### src/rtl/fetch_unit_pkg.sv
// Shared definitions for the instruction-fetch front end.
//   fetch_state_e : fetch FSM encoding (IDLE / WAIT / DROP)
//   fetch_entry_t : one FIFO entry, {pc, inst}
//   INST_BYTES    : PC increment per fetched instruction
//   NOP           : canonical no-op encoding (addi x0, x0, 0)
package fetch_unit_pkg;

    typedef enum logic [1:0] {
        IDLE = 2'd0,   // no cache request outstanding
        WAIT = 2'd1,   // one request outstanding, its response will be kept
        DROP = 2'd2    // one request outstanding, its response is stale
    } fetch_state_e;

    typedef struct packed {
        logic [31:0] pc;
        logic [31:0] inst;
    } fetch_entry_t;

    localparam int          INST_BYTES = 4;
    localparam logic [31:0] NOP        = 32'h0000_0013;

endpackage

### src/rtl/fetch_unit_fifo.sv
// Synchronous instruction FIFO between the fetch FSM and decode.
// Ports:
//   clk, rst      : clock, synchronous active-low reset
//   push_i        : write wdata_i at the tail (ignored when full)
//   pop_i         : drop the head entry (ignored when empty)
//   flush_i       : empty the FIFO at the next edge; wins over push/pop
//   wdata_i       : entry to write
//   rdata_o       : head entry, read straight from the storage array
//   full_o/empty_o: occupancy flags
//   count_o       : number of stored entries (0..DEPTH)
module fetch_fifo #(
    parameter int DEPTH = 4,
    parameter int WIDTH = 64
) (
    input  logic                     clk,
    input  logic                     rst,
    input  logic                     push_i,
    input  logic                     pop_i,
    input  logic                     flush_i,
    input  logic [WIDTH-1:0]         wdata_i,
    output logic [WIDTH-1:0]         rdata_o,
    output logic                     full_o,
    output logic                     empty_o,
    output logic [$clog2(DEPTH):0]   count_o
);

    localparam int AW = $clog2(DEPTH);

    // Pointers carry one extra wrap bit so full and empty are distinct.
    logic [AW:0]      wptr_q, wptr_d;
    logic [AW:0]      rptr_q, rptr_d;
    logic [WIDTH-1:0] mem_q [DEPTH];
    logic             do_push;
    logic             do_pop;

    assign count_o = wptr_q - rptr_q;
    assign empty_o = (wptr_q == rptr_q);
    assign full_o  = (count_o == (AW+1)'(DEPTH));
    assign rdata_o = mem_q[rptr_q[AW-1:0]];

    assign do_push = push_i && !full_o;
    assign do_pop  = pop_i && !empty_o;

    always_comb begin
        wptr_d = wptr_q + (AW+1)'(do_push);
        rptr_d = rptr_q + (AW+1)'(do_pop);
        if (flush_i) begin
            wptr_d = '0;
            rptr_d = '0;
        end
    end

    always_ff @(posedge clk) begin
        if (!rst) begin
            wptr_q <= '0;
            rptr_q <= '0;
        end else begin
            wptr_q <= wptr_d;
            rptr_q <= rptr_d;
        end
    end

    // Storage needs no reset: an entry is only visible once the write
    // pointer has moved past it.
    always_ff @(posedge clk) begin
        if (do_push && !flush_i) begin
            mem_q[wptr_q[AW-1:0]] <= wdata_i;
        end
    end

endmodule

### src/rtl/fetch_unit.sv
// Instruction-fetch front end sitting directly upstream of the I-cache.
// Issues single-outstanding word reads, buffers {pc, inst} pairs in a
// small FIFO for decode, and handles redirects by flushing the FIFO and
// dropping any in-flight response.
// Ports:
//   clk, rst           : clock, synchronous active-low reset
//   ic_oe / ic_addr    : one-cycle read request and its word address
//   ic_valid / ic_rdata: read response, 1 or more cycles after ic_oe
//   redirect(_pc)      : new fetch path from execute (bits [1:0] ignored)
//   out_valid/out_ready: head of the instruction FIFO towards decode
//   out_inst / out_pc  : head instruction and its byte PC
// Handshake: an entry moves to decode on every clock edge where
// out_valid and out_ready are both 1; out_valid never depends on
// out_ready, and out_inst/out_pc are stable while out_valid is 1 and
// not accepted (until a redirect flushes the FIFO).
module fetch_unit
    import fetch_unit_pkg::*;
#(
    parameter int          MEM_SCALE = 27,
    parameter int          DEPTH     = 4,
    parameter logic [31:0] RESET_PC  = 32'h0
) (
    input  logic                 clk,
    input  logic                 rst,
    output logic                 ic_oe,
    output logic [MEM_SCALE-1:0] ic_addr,
    input  logic [31:0]          ic_rdata,
    input  logic                 ic_valid,
    input  logic                 redirect,
    input  logic [31:0]          redirect_pc,
    output logic                 out_valid,
    input  logic                 out_ready,
    output logic [31:0]          out_inst,
    output logic [31:0]          out_pc
);

    localparam int CW = $clog2(DEPTH) + 1;

    fetch_state_e  state_q, state_d;
    logic [31:0]   fetch_pc_q, fetch_pc_d;
    logic [31:0]   req_pc_q, req_pc_d;

    logic          fifo_push;
    logic          fifo_pop;
    logic          fifo_full;
    logic          fifo_empty;
    logic [CW-1:0] fifo_count;
    fetch_entry_t  fifo_wdata;
    fetch_entry_t  fifo_rdata;
    logic [CW:0]   occupancy;

    assign ic_addr   = fetch_pc_q[MEM_SCALE+1:2];
    assign out_valid = !fifo_empty;
    assign fifo_pop  = out_ready && !fifo_empty;
    assign out_pc    = fifo_rdata.pc;
    assign out_inst  = fifo_rdata.inst;

    // Slots that will be taken after this edge if no new request is made:
    // stored entries, plus the response landing now in WAIT, minus the pop.
    // A new request is only allowed if that still leaves room for its data,
    // so a push can never meet a full FIFO.
    assign occupancy = (CW+1)'(fifo_count) + (CW+1)'(state_q == WAIT)
                     - (CW+1)'(fifo_pop);

    // A request is never raised while one is outstanding and unanswered:
    // the cache may be mid-refill and must keep seeing the same address.
    assign ic_oe = rst && !redirect
                && ((state_q == IDLE) || (state_q == WAIT && ic_valid))
                && (occupancy < (CW+1)'(DEPTH));

    always_comb begin
        state_d    = state_q;
        fetch_pc_d = fetch_pc_q;
        req_pc_d   = req_pc_q;
        fifo_push  = 1'b0;
        fifo_wdata = '{pc: req_pc_q, inst: ic_rdata};

        if (redirect) begin
            fetch_pc_d = {redirect_pc[31:2], 2'b00};
            // An answer in the redirect cycle belongs to the old path.
            if (state_q == WAIT) begin
                state_d = ic_valid ? IDLE : DROP;
            end
        end else begin
            case (state_q)
                IDLE: begin
                    if (ic_oe) begin
                        req_pc_d   = fetch_pc_q;
                        fetch_pc_d = fetch_pc_q + 32'(INST_BYTES);
                        state_d    = WAIT;
                    end
                end
                WAIT: begin
                    if (ic_valid) begin
                        fifo_push = 1'b1;
                        if (ic_oe) begin
                            req_pc_d   = fetch_pc_q;
                            fetch_pc_d = fetch_pc_q + 32'(INST_BYTES);
                        end else begin
                            state_d = IDLE;
                        end
                    end
                end
                DROP: begin
                    if (ic_valid) begin
                        state_d = IDLE;
                    end
                end
                default: state_d = IDLE;
            endcase
        end
    end

    always_ff @(posedge clk) begin
        if (!rst) begin
            state_q    <= IDLE;
            fetch_pc_q <= RESET_PC;
            req_pc_q   <= RESET_PC;
        end else begin
            state_q    <= state_d;
            fetch_pc_q <= fetch_pc_d;
            req_pc_q   <= req_pc_d;
        end
    end

    fetch_fifo #(
        .DEPTH (DEPTH),
        .WIDTH (64)
    ) u_fifo (
        .clk     (clk),
        .rst     (rst),
        .push_i  (fifo_push),
        .pop_i   (fifo_pop),
        .flush_i (redirect),
        .wdata_i (fifo_wdata),
        .rdata_o (fifo_rdata),
        .full_o  (fifo_full),
        .empty_o (fifo_empty),
        .count_o (fifo_count)
    );

    // Redirect targets are word aligned; the FIFO never fills past the
    // issue gate, so its full flag has no consumer here.
    logic unused_bits;
    assign unused_bits = ^{redirect_pc[1:0], fifo_full};

endmodule
### config.mk
export PLATFORM = sky130hd
export DESIGN_NAME = fetch_unit
export DESIGN_NICKNAME = d
export VERILOG_FILES = /design/src/rtl/fetch_unit_pkg.sv /design/src/rtl/fetch_unit_fifo.sv /design/src/rtl/fetch_unit.sv
export SDC_FILE = /design/constraint.sdc
export NUM_CORES = 1
export LEC_CHECK = 0
export CAP_MARGIN = 30
export CORE_MARGIN = 2
export CORE_UTILIZATION = 55
export DETAILED_ROUTE_END_ITERATION = 10
export PLACE_DENSITY_LB_ADDON = 0.3
export SETUP_SLACK_MARGIN = 0.1
export SYNTH_ARGS = -nofsm -noshare
export SYNTH_HDL_FRONTEND = slang
export SYNTH_HIERARCHICAL = 1
export SYNTH_SLANG_ARGS = --single-unit
### constraint.sdc
create_clock -name clk -period 15.79 [get_ports clk]
set_clock_uncertainty 0.1 [all_clocks]
set_input_delay 3.158 -clock clk [delete_from_list [all_inputs] [get_ports clk]]
set_output_delay 3.158 -clock clk [all_outputs]
set_load 0.05 [all_outputs]
==> results of run 1 <==
==> stage by stage <==
step                util, %  hold WS [ps]  instances
floorplan                 -           340        795
global placement       63.9           376       1211
detailed placement     64.1           390       1213
CTS                    68.0           398       1270
global route           68.1           420       1271
finish                 68.1           396       1271
==> power groups by stage <==
stage,Sequential (mW),Combinational (mW),Clock [mW]
final,0.940,0.0896,0.647
after global routing,0.941,0.0955,0.697
after CTS,0.939,0.0900,0.662
after detailed placement,0.957,0.0895,0
after global placement,0.957,0.0876,0
after floorplan,0.954,0.0559,0
==> layout make-up <==
type	instances	area, um^2	area share, %
Sequential cell	324	9060	58.4
Inverter	17	63.8	0.411
Clock inverter	3	13.8	0.0887
Tap cell	313	392	2.52
Clock buffer	54	862	5.56
Multi-Input combinational cell	385	3350	21.6
Timing Repair Buffer	175	1770	11.4
==> sequential cells by signal (all words and copies together), names as in the netlist <==
name,flops
state_q,2
fetch_pc_q,30
u_fifo/mem_q,256
u_fifo/rptr_q,3
u_fifo/wptr_q,3
req_pc_q,30
==> routing by layer <==
layer,up-vias,share of wire (%)
li1,3337,-
met1,3526,43
met2,246,48
met3,33,7.0
met4,0,1.8
met5,-,0
==> worst max-delay path, stage by stage <==
cell             delay [ps]
clkdlybuf4s50_1         490
nor2b_1                 180
ha_1                    160
inv_1                    40
ha_1                    250
and3b_1                 190
or4_1                   710
a21o_1                  290
inv_2                   540
clkdlybuf4s50_1         940
==> worst paths after layout <==
path                    to  depth (start not counted)
min reg2reg   req_pc_q[21]                          2
max reg2reg  fetch_pc_q[5]                         11
min           req_pc_q[21]                          2
max                  ic_oe                         10
==> impl_metrics.csv, run 1 <==
group,metric,value,unit
clocking,hold_buffers,0,
setup_path,worstPathMaxFanout,41,
sta,setup_ws,5590,ps
placement,hpwl,15000,um
power,combPwrFrac,5.3,%
power,p_switching,0.347,mW
sta,hold_viol_final,0,
routing,drt_iter0_drc,427,
power,power,1.68,mW
routing,avgViaCountPerCell,5.62,
global_routing,met3_usage,3.38,%
sta,tns,0,ps
clocking,cts_resized,0,
global_routing,met2_usage,33.2,%
finish,fill_cells,1548,
setup_path,worst-setup-path-type,"in2out",
sta,tightestPinTransition,846,ps
floorplan,design.die.area,24600,um^2
clocking,cts-root-buf,"clkbuf_16",
placement,place_ws,5590,ps
clocking,cts_made_buffers,31,
sta,setup_viol,0,
finish,drive_gt1_share,12.9,%
floorplan,top_level_ports,162,
setup_path,r2r_start,"u_fifo/rptr_q[0]",
power,irDropWorstVdd,0.0000763,V
power,powerDensity,108,nW/um^2
logic_synthesis,syn_area,12800,um^2
routing,drt-pass1-iter-count,5,
power,sequentialPowerShare,56.1,%
clocking,cts_max_level,1,
floorplan,initial_core_util,56.4,%
placement,post_dp_cell_area,14600,um^2
setup_path,crit_start,"out_ready",
sta,rsz0062_at_grt,"false",
clocking,clk_pin_slew_worst_paths,60,ps
floorplan,dieWidth,157,um
sta,slew_viol_final,0,
finish,nets,1014,
setup_path,arrival,6940,ps
clocking,cts_tree,"built",
global_routing,grt_max_degree,65,
finish,fin_area,15500,um^2
placement,place_congestion,0.820,
power,p_clk_share,38.6,%
routing,routedWlPerCell,19.3,um
global_routing,grt_pass1_wl,38600,um
logic_synthesis,ys_warn_count,6,
outcome,outcome,"finished clean",
routing,drc,0,
floorplan,core,22800,um^2
run,cap_viol_max_count,0,
setup_path,r2r_slack,11220,ps
routing,ant_nets,0,
logic_synthesis,synth_cells,788,
floorplan,num_rows,55,
power,swShare,20.7,%
finish,final_common_cell,"edfxtp_1",
worst_hold_path,worstHoldStart,"req_pc_q[21]",
setup_path,end_kind,"output pin",
placement,portBuffers,159,
global_routing,antenna_found_initial,0,
global_routing,grt-ovfl-total,0,
sta,fin_crit,10200,ps
finish,antennaDiodeCount,0,
routing,vias,7142,
clocking,cts.sink_count,324,
finish,syn_to_final_growth,20.9,%
global_routing,busiest_layer,"met2",
setup_path,cp.required,12530,ps
logic_synthesis,avgSynthCellArea,16.3,um^2
setup_path,worstSetupStartpointType,"input port",
sta,slew_headroom,43.6,%
sta,fmax,98.0,MHz
global_routing,gr-usage-met1,28.9,%
global_routing,grtUsageTotal,20.3,%
power,total_leakage_power,4.88,nW
clocking,worstSkewPairLatency,540,ps
worst_hold_path,hold_class,"reg2reg",
floorplan,die_h,157,um
finish,final_cell_mix,"256 x edfxtp_1, 159 x clkdlybuf4s50_1, 77 x nand2_1, 66 x dfxtp_1, 64 x mux4_2",
sta,fin_crit_sh,64.6,%
global_routing,grt_pass1_vias,7176,
clocking,post_cts_buffers,0,
power,internal-power,1.33,mW
routing,routed_wl,24600,um
clocking,clock_path_buffers,3,
Note: power is estimated with default switching activity, not from simulation.
==> inputs of run 2 (changes only) <==
==> constraint.sdc (replaced) <==
create_clock -name clk -period 10.24 [get_ports clk]
set_clock_uncertainty 0.1 [all_clocks]
set_input_delay 2.048 -clock clk [delete_from_list [all_inputs] [get_ports clk]]
set_output_delay 2.048 -clock clk [all_outputs]
set_load 0.05 [all_outputs]
==> impl_metrics.csv, run 2 (synthesis results as in run 1) <==
group,metric,value,unit
outcome,outcome,"finished clean",
power,power,2.76,mW
clocking,cts_made_buffers,34,
setup_path,cp_top_family,"buffers and inverters",
placement,post_dp_cell_area,14600,um^2
placement,post-place-cells,1210,
setup_path,cpMaxStageDelayCell,"clkdlybuf4s50_1",
finish,utilization,68.8,%
setup_path,path_cells,"clkdlybuf4s50_1 -> nor2b_1 -> ha_1 -> inv_1 -> ha_1 -> and3b_1 -> or4_1 -> a21o_1 -> inv_2 -> clkdlybuf4s50_1",
finish,nets,1013,
run,cap_viol_max_count,0,
setup_path,crit_path_max_incr_delay,940,ps
clocking,clock_path_buffers,3,
global_routing,grt_pass1_vias,7347,
power,total_leakage_power,4.98,nW
floorplan,num_rows,55,
placement,hpwl,14700,um
finish,largest_reg_flops,256,
clocking,cts_tree,"built",
sta,slew_viol_final,0,
placement,portBuffers,159,
floorplan,dieWidth,157,um
floorplan,initial_core_util,56.4,%
routing,avgViaCountPerCell,5.75,
setup_path,worst-setup-path-type,"in2out",
sta,tightestPinTransition,979,ps
finish,final_cells,1270,
sta,hold_viol_final,0,
floorplan,top_level_ports,162,
finish,antennaDiodeCount,0,
setup_path,worstSetupStartpointType,"input port",
clocking,cts_resized,0,
routing,routed_wl,24900,um
setup_path,worstPathMaxFanout,41,
placement,place_congestion,0.817,
finish,final_common_cell,"edfxtp_1",
floorplan,design.die.area,24600,um^2
routing,ant_nets,0,
sta,fin_crit,8020,ps
power,irDropWorstVdd,0.000106,V
setup_path,end_kind,"output pin",
setup_path,cp.required,8090,ps
sta,fmax,125,MHz
routing,drt_iter0_drc,506,
global_routing,grt-ovfl-total,0,
clocking,cts-root-buf,"clkbuf_16",
clocking,hold_buffers,0,
setup_path,arrival,5870,ps
finish,fin_area,15700,um^2
placement,place_ws,2270,ps
global_routing,grt_max_degree,65,
setup_path,path_buf_inv,4,
sta,setup_ws,2220,ps
global_routing,grt_pass1_wl,39500,um
sta,slew_headroom,34.7,%
floorplan,die_h,157,um
finish,syn_to_final_growth,22.1,%
floorplan,core,22800,um^2
clocking,post_cts_buffers,0,
global_routing,grtUsageTotal,20.8,%
clocking,worstSkewPairLatency,500,ps
routing,routedWlPerCell,19.6,um
clocking,cts.sink_count,324,
sta,fin_crit_sh,78.3,%
sta,setup_viol,0,
clocking,cts_max_level,2,
clocking,clk_pin_slew_worst_paths,60,ps
routing,drt-pass1-iter-count,4,
power,powerDensity,176,nW/um^2
finish,drive_gt1_share,14.1,%
routing,drc,0,
finish,final_cell_mix,"256 x edfxtp_1, 159 x clkdlybuf4s50_1, 77 x nand2_1, 66 x dfxtp_1, 64 x mux4_2",
routing,vias,7305,
sta,rsz0062_at_grt,"false",
global_routing,antenna_found_initial,0,
worst_hold_path,hold_class,"reg2reg",
==> run 2: layout make-up <==
| class | count | area, um^2 |
|---|---|---|
| flip-flops and latches | 324 | 9060 |
| fillers | 1508 | 7100 |
| multi-input cells | 385 | 3350 |
| repair buffers | 171 | 1720 |
| clock buffers | 45 | 966 |
| well taps | 313 | 392 |
| clock inverters | 15 | 123 |
| inverters | 17 | 63.8 |
==> run 2: metal layers <==
layer | vias to the layer above | GRT usage (%) | routed length, um | part of all wire (%)
li1 | 3342 | - | - | -
met5 | - | 0 | 0 | 0
met3 | 41 | 3.99 | 1570 | 6.3
met4 | 0 | 6.47 | 494 | 2.0
met2 | 268 | 33.9 | 12000 | 48
met1 | 3654 | 28.8 | 10800 | 43
==> run 2: power breakdown <==
group,switching (mW),internal (mW)
combinational,0.0822,0.0562
sequential,0.0203,1.43
clock,0.461,0.713
==> run 2: worst paths after layout <==
path | slack, ps | startpoint | end | cells past startpoint
hold / removal | 400 | req_pc_q[9] | req_pc_q[9] | 2
hold reg to reg | 400 | req_pc_q[9] | req_pc_q[9] | 2
setup / recovery | 2220 | out_ready | ic_oe | 10
setup reg to reg | 5830 | u_fifo/rptr_q[0] | fetch_pc_q[5] | 11
==> run 2: metrics by stage <==
step | TNS (ps) | hold slack [ps]
after global routing | 0 | 422
after detailed placement | 0 | 387
after global placement | 0 | 377
after floorplan | -72590 | 340
final | 0 | 401
after CTS | 0 | 397
==> run 2: worst min-delay path: stages (launching register included) <==
cell     delay [ps]
dfxtp_1         340
nand2_1          60
a21oi_1          50
